[config.mk]
export PLATFORM = sky130hd
export DESIGN_NAME = seq_stream_gen
export DESIGN_NICKNAME = d
export VERILOG_FILES = /design/src/rtl/seq_stream_gen.sv
export SDC_FILE = /design/constraint.sdc
export NUM_CORES = 1
export LEC_CHECK = 0
export BUFFER_PORTS_ARGS = -buffer_cell sky130_fd_sc_hd__buf_2
export CORE_ASPECT_RATIO = 0.5
export CORE_MARGIN = 2
export CORE_UTILIZATION = 50
export CTS_CLUSTER_SIZE = 16
export DETAILED_ROUTE_END_ITERATION = 10
export GPL_TIMING_DRIVEN = 0
export PLACE_DENSITY_LB_ADDON = 0.12
export RECOVER_POWER = 100
export SYNTH_ARGS = -nofsm -noshare
export SYNTH_HDL_FRONTEND = slang
export SYNTH_SLANG_ARGS = --single-unit
export TNS_END_PERCENT = 100
[constraint.sdc]
create_clock -name clock -period 3.8 [get_ports clock]
set_input_delay 0 -clock clock [delete_from_list [all_inputs] [get_ports clock]]
set_output_delay 0 -clock clock [all_outputs]
set_load 0.005 [all_outputs]
[src/rtl/seq_stream_gen.sv]
// seq_stream_gen: serializes 1..WIDTH-bit words MSB-first onto sequence_out.
// Optional 1011 self-check counter enabled by SEQ_STREAM_GEN_SELFCHECK_EN.
//
// Ports:
//   clock, reset        : rising-edge clock, async active-low reset
//   load_valid/ready    : word handshake (ready = holding register empty)
//   load_data/load_len  : word and bit count (0 or >WIDTH means WIDTH)
//   sequence_out        : registered serial bit
//   out_valid           : sequence_out carries a live bit
//   word_done           : pulse with the last bit of each word
//   busy                : shifter or holding register occupied
//   match_count         : overlapping 1011 count (0 when feature disabled)

module seq_stream_gen #(
    parameter int WIDTH = 8,
    parameter int LENW  = $clog2(WIDTH + 1)
) (
    input  logic             clock,
    input  logic             reset,
    input  logic             load_valid,
    output logic             load_ready,
    input  logic [WIDTH-1:0] load_data,
    input  logic [LENW-1:0]  load_len,
    output logic             sequence_out,
    output logic             out_valid,
    output logic             word_done,
    output logic             busy,
    output logic [15:0]      match_count
);

    typedef enum logic {
        IDLE,
        SHIFT
    } state_e;

    localparam logic [LENW-1:0] LEN_MAX = LENW'(WIDTH);
    localparam logic [LENW-1:0] LEN_ONE = LENW'(1);

    state_e           state_q, state_d;
    logic [WIDTH-1:0] sh_q, sh_d;
    logic [LENW-1:0]  cnt_q, cnt_d;
    logic [WIDTH-1:0] hold_data_q, hold_data_d;
    logic [LENW-1:0]  hold_len_q, hold_len_d;
    logic             hold_full_q, hold_full_d;
    logic             seq_q, seq_d;
    logic             ov_q, ov_d;
    logic             wd_q, wd_d;

    logic             xfer;
    logic             last_bit;
    logic [LENW-1:0]  in_len;
    logic [LENW-1:0]  in_pad;
    logic [WIDTH-1:0] in_aligned;

    // Length decode: out-of-range lengths fall back to a full word.
    always_comb begin
        in_len = load_len;
        if (load_len == '0 || load_len > LEN_MAX) begin
            in_len = LEN_MAX;
        end
    end

    // Words are left-aligned on entry so the shifter always emits its MSB.
    assign in_pad     = LEN_MAX - in_len;
    assign in_aligned = load_data << in_pad;

    assign load_ready = !hold_full_q;
    assign xfer       = load_valid && load_ready;
    assign last_bit   = (state_q == SHIFT) && (cnt_q == LEN_ONE);

    always_comb begin
        state_d     = state_q;
        sh_d        = sh_q;
        cnt_d       = cnt_q;
        hold_data_d = hold_data_q;
        hold_len_d  = hold_len_q;
        hold_full_d = hold_full_q;
        seq_d       = 1'b0;
        ov_d        = 1'b0;
        wd_d        = 1'b0;

        unique case (state_q)
            IDLE: begin
                if (xfer) begin
                    sh_d    = in_aligned;
                    cnt_d   = in_len;
                    state_d = SHIFT;
                end
            end
            SHIFT: begin
                seq_d = sh_q[WIDTH-1];
                ov_d  = 1'b1;
                sh_d  = sh_q << 1;
                cnt_d = cnt_q - LEN_ONE;
                if (last_bit) begin
                    wd_d = 1'b1;
                    // Next word enters the shifter at this edge: no bubble.
                    if (hold_full_q) begin
                        sh_d        = hold_data_q;
                        cnt_d       = hold_len_q;
                        hold_full_d = 1'b0;
                    end else if (xfer) begin
                        sh_d  = in_aligned;
                        cnt_d = in_len;
                    end else begin
                        state_d = IDLE;
                    end
                end else if (xfer) begin
                    hold_data_d = in_aligned;
                    hold_len_d  = in_len;
                    hold_full_d = 1'b1;
                end
            end
            default: begin
                state_d = IDLE;
            end
        endcase
    end

    always_ff @(posedge clock or negedge reset) begin
        if (!reset) begin
            state_q     <= IDLE;
            sh_q        <= '0;
            cnt_q       <= '0;
            hold_data_q <= '0;
            hold_len_q  <= '0;
            hold_full_q <= 1'b0;
            seq_q       <= 1'b0;
            ov_q        <= 1'b0;
            wd_q        <= 1'b0;
        end else begin
            state_q     <= state_d;
            sh_q        <= sh_d;
            cnt_q       <= cnt_d;
            hold_data_q <= hold_data_d;
            hold_len_q  <= hold_len_d;
            hold_full_q <= hold_full_d;
            seq_q       <= seq_d;
            ov_q        <= ov_d;
            wd_q        <= wd_d;
        end
    end

    assign sequence_out = seq_q;
    assign out_valid    = ov_q;
    assign word_done    = wd_q;
    assign busy         = (state_q == SHIFT) || hold_full_q;

`ifdef SEQ_STREAM_GEN_SELFCHECK_EN
    logic [3:0]  hist_q, hist_d;
    logic [15:0] mc_q, mc_d;

    // History advances together with the bit being registered for output,
    // so the count tracks the emitted stream; idle cycles leave it alone.
    always_comb begin
        hist_d = hist_q;
        mc_d   = mc_q;
        if (state_q == SHIFT) begin
            hist_d = {hist_q[2:0], sh_q[WIDTH-1]};
            if (hist_d == 4'b1011 && mc_q != 16'hFFFF) begin
                mc_d = mc_q + 16'd1;
            end
        end
    end

    always_ff @(posedge clock or negedge reset) begin
        if (!reset) begin
            hist_q <= '0;
            mc_q   <= '0;
        end else begin
            hist_q <= hist_d;
            mc_q   <= mc_d;
        end
    end

    assign match_count = mc_q;
`else
    assign match_count = '0;
`endif

endmodule

==> results of run 1 <==
-- cells by family (layout without fill, tap and decap cells) --
| family | count (synthesis) | after routing |
|---|---|---|
| AND/OR/NAND/NOR | 65 | 65 |
| XOR/XNOR | 5 | 5 |
| flip-flops | 29 | 29 |
| adder cells (fa/ha/maj) | 3 | 3 |
| AO/OA/AOI/OAI | 76 | 76 |
| buffers and inverters | 35 | 61 |
| other | 1 | 16 |
| multiplexers | 13 | 13 |
-- where the power goes --
part | internal [W] | switching, W
Clock | 0.000163 | 0.000117
Combinational | 0.000274 | 0.000388
Sequential | 0.000440 | 0.0000881
Total | 0.000877 | 0.000594
-- layout make-up --
| type | instances | area share, % |
|---|---|---|
| Timing Repair Buffer | 18 | 3.98 |
| Clock inverter | 1 | 0.218 |
| Sequential cell | 29 | 31.6 |
| Inverter | 5 | 0.926 |
| Clock buffer | 7 | 4.20 |
| Multi-Input combinational cell | 178 | 48.1 |
| Buffer | 30 | 8.07 |
| Tap cell | 54 | 2.94 |
-- registers in the layout, summed over array words and instances (netlist names) --
signal        flops
hold_data_q       8
cnt_q             4
sequence_out      1
hold_full_q       1
hold_len_q        4
state_q           1
out_valid         1
word_done         1
sh_q              8
-- Yosys cell counts (2+ instances only) --
master and number:
mux2_1 2, buf_2 6, nor3_1 2, clkbuf_1 7, a221oi_1 4, o41ai_1 2, nand3_1 4, a32oi_1 2
o22ai_1 8, buf_4 16, nand2b_1 4, ha_1 3, a31oi_1 4, a211oi_1 3, a2bb2oi_1 2, xor2_1 4
o21ai_0 24, mux2i_1 4, inv_1 3, dfrtp_1 29, nand2_1 27, nor2_1 16, a21oi_1 16, o31ai_1 3
mux2_2 4, o221ai_1 2
-- what timing repair did --
action                                 CTS  global route
buffers inserted                         0             0
endpoints found under the hold margin   29             0
hold buffers                             1             0
-- metrics by stage --
| stage | util (%) | power (W) |
|---|---|---|
| finish | 59.4 | 0.00147 |
| global route | 59.4 | 0.00159 |
| CTS | 59.8 | 0.00147 |
| detailed placement | 57.0 | 0.00118 |
| global placement | 57.0 | 0.00116 |
| floorplan | - | 0.00101 |
-- worst max-delay path, stage by stage (launching register included) --
cell	delay, ps
dfrtp_1	390
inv_1	80
ha_1	170
nor3b_1	820
nor2_1	320
nand2_1	210
buf_2	260
mux2_2	360
-- final timing paths --
kind | from | to | slack, ps | cells after the start
min in group asynchronous | reset | hold_data_q[1] | 640 | 2
min | load_data[0] | hold_data_q[0] | 50 | 3
max | cnt_q[1] | hold_data_q[5] | 1070 | 7
min reg2reg | state_q | out_valid | 430 | 0
max in group asynchronous | reset | sh_q[3] | 2240 | 2
max reg2reg | cnt_q[1] | hold_data_q[5] | 1070 | 7
-- routing by layer --
layer	GRT usage [%]	vias up	routed length [µm]
met5	0	-	0
met2	35.6	89	2140
met1	32.6	861	2300
met3	6.70	9	410
met4	9.31	0	81
li1	-	874	-
==> summary.txt, run 1 <==
Layout
  • Final net count: 285
  • P&R area growth vs syn: 15.3%
  • Post-route non-filler standard cell count: 322
  • Most common cell after layout, fill and taps aside: dfrtp_1
  • Commonest non-fill, non-tap cells in the layout: 29 x dfrtp_1, 27 x nand2_1, 24 x o21ai_0
  • Design area: 0.00230 mm²
  • Multi-input logic area: 0.00110 mm²
  • Filler cells: 376
  • Layout cells sized above 1: 20.5%
  • FF+latch area: 726 µm²
  • Diode count: 0

Route
  • Routed Antenna Nets: 0
  • DRT Pass-1 Iters: 6
  • DRT Wirelength: 4.93 mm
  • WL/cell: 15.3 µm
  • Vias per std cell: 5.69
  • # DRC: 0
  • Via Count: 1833
  • DRT iter0 DRCs: 106

Synth
  • Post-synthesis compound-gate area fraction: 24.1%
  • Synth Warn #: 0
  • Flops & latches, synth: 29
  • Most used flip-flop cell after synthesis: dfrtp_1
  • Post-Syn Area: 0.00199 mm²
  • Largest family of logic cells by synthesized area: compound AO/OA/AOI/OAI gates
  • Number of synthesized flops with an enable pin: 0
  • Synth Area in Adders: 1.88%
  • Post-Synth XOR/XNOR Area: 3.14%
  • Sequential area share after synthesis: 36.4%
  • Async S/R FF share, synth: 100%
  • Distinct cells, synth: 52
  • Synth area leader: dfrtp_1
  • Synth Area per Inst: just under 9 µm²
  • Post-Synthesis Cells: 227
  • Area contributors post-synth: dfrtp_1 36%, o21ai_0 6.0%, buf_4 6.0%
  • Synth top area share: 36.4%
  • Simple-Gate Fraction of Synth Area: 15.8%
  • Mux cell area share after synthesis: 7.98%

Critical path
  • CP required: about 4000 ps
  • Crit Path Class: reg2reg
  • Critical path endpoint category: register
  • CP Launch Type: register
  • CP max FO: 10
  • Arrival time at the worst endpoint: 2900 ps

Floorplanning
  • Die Width: 93.3 µm
  • Die H: 48.6 µm
  • Rows: 16
  • Boundary Pins: 36
  • Die footprint: 0.00454 mm²
  • Placeable Area: 0.00386 mm²
  • Initial Util: 51.6%

Timing
  • Fin. Hold Viols: 0
  • Relative slew slack: -4.44%
  • Unrepaired setup endpoints after global routing: no
  • Final setup vio count: 0
  • Worst clock skew: 3.22 ps
  • Final WS setup: 1070 ps
  • Fmax: about 0.37 GHz
  • Tcrit/Tclk final: 71.9%
  • Least-Margin Pin Slew: 1570 ps
  • Hold_ws: 49.6 ps
  • Final TNS setup: 0 ps
  • Final Max Tran Viols: 30
  • Tmin final: 2730 ps

GRT
  • Vias in the first global route: 1665
  • GRT Overall Usage: 23.7%
  • Gr ovfl total: 0
  • First-pass GRT wire length: 8.11 mm
  • Initial antenna violation count: 0
  • Largest net degree at the start of global routing: 30

Place
  • DP HPWL: 3.48 mm
  • Dpl ws: about 1600 ps
  • GP Congestion: roughly 0.85
  • Dpl cells: 313
  • Placed Area: 0.00220 mm²
  • Port bufs: 17

Clock tree
  • Worst-Skew Late Latency: 280 ps
  • Num CTS Buffers: 5
  • CTS-repair resized insts: 0
  • Reg clk slew, reported paths: roughly 60 ps
  • Clock root cell: clkbuf_8
  • Clock buffer depth: 2
  • H-tree depth reported by CTS: 2
  • Clk sinks: 29
  • CTS tree: done

Worst hold path
  • HP Class: in2reg

Power and ir drop
  • Worst vdd ir: 0.000208 V
  • Power per cell area: 641 mW/mm²
  • Leak pwr: between 1 and 1.5 nW

Run status
  • Status: finished with violations
  • Failing checks: capacitance limit, slew limit

Job
  • Max-cap viol count: 1
Note: power is estimated with default switching activity, not from simulation.
==> run 2: changes to the inputs <==
==> constraint.sdc (replaced) <==
create_clock -name clock -period 2.22 [get_ports clock]
set_input_delay 0 -clock clock [delete_from_list [all_inputs] [get_ports clock]]
set_output_delay 0 -clock clock [all_outputs]
set_load 0.005 [all_outputs]
==> summary.txt, run 2 (synthesis results as in run 1) <==
Critical path
  • CP max FO: 10 (unchanged)
  • CP Launch Type: register (unchanged)
  • Crit-path cells: inv_1 -> ha_1 -> nor3b_4 -> nor2_2 -> nand2_1 -> buf_2 -> mux2_2 (was inv_1 -> ha_1 -> nor3b_1 -> nor2_1 -> nand2_1 -> buf_2 -> mux2_2)
  • Crit path max-delay family: simple AND/OR/NAND/NOR gates (unchanged)
  • Worst path max stage delay: 410 ps (was 820 ps)
  • CP required: 2390 ps (was 3970 ps)
  • WP buf/inv: 2 (unchanged)
  • Arrival time at the worst endpoint: 2250 ps (was 2900 ps)
  • Crit Path Class: reg2reg (unchanged)
  • Critical path endpoint category: register (unchanged)
  • Slowest cell on crit path: nor3b_4 (was nor3b_1)

Timing
  • Final Max Tran Viols: 30 (unchanged)
  • Unrepaired setup endpoints after global routing: no (unchanged)
  • Final setup vio count: 0 (unchanged)
  • Tmin final: 2080 ps (was 2730 ps)
  • Hold_ws: 45.3 ps (was 49.6 ps)
  • Relative slew slack: -3.16% (was -4.44%)
  • Final TNS setup: 0 ps (unchanged)
  • Fmax: 0.480 GHz (was 0.366 GHz)
  • Worst clock skew: 2.73 ps (was 3.22 ps)
  • Least-Margin Pin Slew: 1550 ps (was 1570 ps)
  • Fin. Hold Viols: 0 (unchanged)
  • Tcrit/Tclk final: 93.8% (was 71.9%)

Floorplanning
  • Placeable Area: 0.00386 mm² (unchanged)
  • Die H: 48.6 µm (unchanged)
  • Boundary Pins: 36 (unchanged)
  • Die footprint: 0.00454 mm² (unchanged)
  • Rows: 16 (unchanged)
  • Die Width: 93.3 µm (unchanged)
  • Initial Util: 51.6% (unchanged)

Power and ir drop
  • Leak pwr: 1.04 nW (about the same)
  • Worst vdd ir: 0.000359 V (was 0.000208 V)
  • Power per cell area: 1100 mW/mm² (was 641 mW/mm²)
  • Tot Pwr: 0.00254 W (was 0.00147 W)

Job
  • Max-cap viol count: 1 (unchanged)

Run status
  • Status: finished with violations (unchanged)
  • Failing checks: capacitance limit, slew limit (unchanged)

Layout
  • FF+latch area: 726 µm² (unchanged)
  • Most common cell after layout, fill and taps aside: dfrtp_1 (unchanged)
  • Post-route non-filler standard cell count: 322 (unchanged)
  • Final Util: 59.7% (was 59.4%)
  • Largest regs: hold_data_q x8, sh_q x8 (unchanged)
  • Multi-input logic area: 0.00112 mm² (was 0.00110 mm²)
  • Filler cells: 373 (was 376)
  • Final net count: 285 (unchanged)
  • P&R area growth vs syn: 15.9% (was 15.3%)
  • Commonest non-fill, non-tap cells in the layout: 29 x dfrtp_1, 27 x nand2_1, 24 x o21ai_0 (unchanged)
  • Layout cells sized above 1: 21.3% (was 20.5%)
  • Diode count: 0 (unchanged)

GRT
  • Initial antenna violation count: 0 (unchanged)
  • Vias in the first global route: 1665 (unchanged)
  • Largest net degree at the start of global routing: 30 (unchanged)
  • First-pass GRT wire length: 8.11 mm (unchanged)
  • Gr ovfl total: 0 (unchanged)
  • GRT Overall Usage: 23.7% (unchanged)

Clock tree
  • Clock buffer depth: 2 (unchanged)
  • Num CTS Buffers: 5 (unchanged)
  • H-tree depth reported by CTS: 2 (unchanged)
  • CTS tree: done (unchanged)
  • Reg clk slew, reported paths: 60 ps (about the same)
  • Clk sinks: 29 (unchanged)
  • Worst-Skew Late Latency: 280 ps (about the same)
  • Clock root cell: clkbuf_8 (unchanged)
  • Setup Buffers After CTS: 0 (unchanged)

Route
  • DRT iter0 DRCs: 111 (was 106)
  • WL/cell: 15.5 µm (was 15.3 µm)
  • DRT Pass-1 Iters: 5 (was 6)
  • Via Count: 1818 (was 1833)
  • Vias per std cell: 5.65 (was 5.69)
  • # DRC: 0 (unchanged)
  • Routed Antenna Nets: 0 (unchanged)
  • DRT Wirelength: 4.98 mm (was 4.93 mm)

Place
  • Dpl cells: 313 (unchanged)
  • DP HPWL: 3.48 mm (unchanged)
  • Port bufs: 17 (unchanged)
  • GP Congestion: 0.851 (unchanged)

Worst hold path
  • HP Class: in2reg (unchanged)
==> run 2: worst paths after layout <==
kind | from | endpoint | slack (ps) | cells past startpoint
worst max-delay path | cnt_q[1] | hold_data_q[5] | 140 | 7
worst min-delay path | load_data[0] | hold_data_q[0] | 50 | 3
worst max register to register | cnt_q[1] | hold_data_q[5] | 140 | 7
worst min register to register | state_q | out_valid | 430 | 0
max in group asynchronous | reset | hold_len_q[0] | 680 | 2
min in group asynchronous | reset | hold_data_q[1] | 630 | 2
==> run 2: layout make-up <==
class	count	area share, %
Tap cell	54	2.93
Timing Repair Buffer	18	3.96
Sequential cell	29	31.4
Multi-Input combinational cell	178	48.4
Buffer	30	8.08
Inverter	5	0.813
Clock inverter	1	0.217
Clock buffer	7	4.17
==> run 2: timing repair <==
| action | CTS | global route |
|---|---|---|
| gates resized for setup | 0 | 1 |
| endpoints found under the hold margin | 29 | 0 |
| setup endpoints to repair | 0 | 4 |
| hold buffers | 1 | 0 |
==> run 2: worst reg2reg max path: stages (launching register included) <==
cell and delay, ps:
dfrtp_1 390, inv_1 80, ha_1 170, nor3b_4 410, nor2_2 160, nand2_1 140, buf_2 250, mux2_2 360
==> run 2: report_power, final <==
| part | internal (W) | leakage, nW | switching [W] |
|---|---|---|---|
| Sequential | 0.000754 | 0.360 | 0.000162 |
| Combinational | 0.000480 | 0.628 | 0.000663 |
| Clock | 0.000280 | 0.0542 | 0.000204 |
| Total | 0.00151 | 1.04 | 0.00103 |
==> run 2: routing by layer <==
| layer | track usage [%] | wire, µm | vias to the layer above |
|---|---|---|---|
| met5 | 0 | 0 | - |
| met4 | 9.31 | 85 | 0 |
| met3 | 6.70 | 473 | 13 |
| met2 | 35.6 | 2160 | 90 |
| met1 | 32.6 | 2260 | 849 |
| li1 | - | - | 866 |
==> run 2: metrics by stage <==
stage / setup WS (ps) / area (µm²)
after floorplan: 414 / 2050
after global placement: 36.0 / 2200
after detailed placement: 38.3 / 2200
after CTS: 20.9 / 2310
after global routing: 19.8 / 2310
final: 139 / 2310
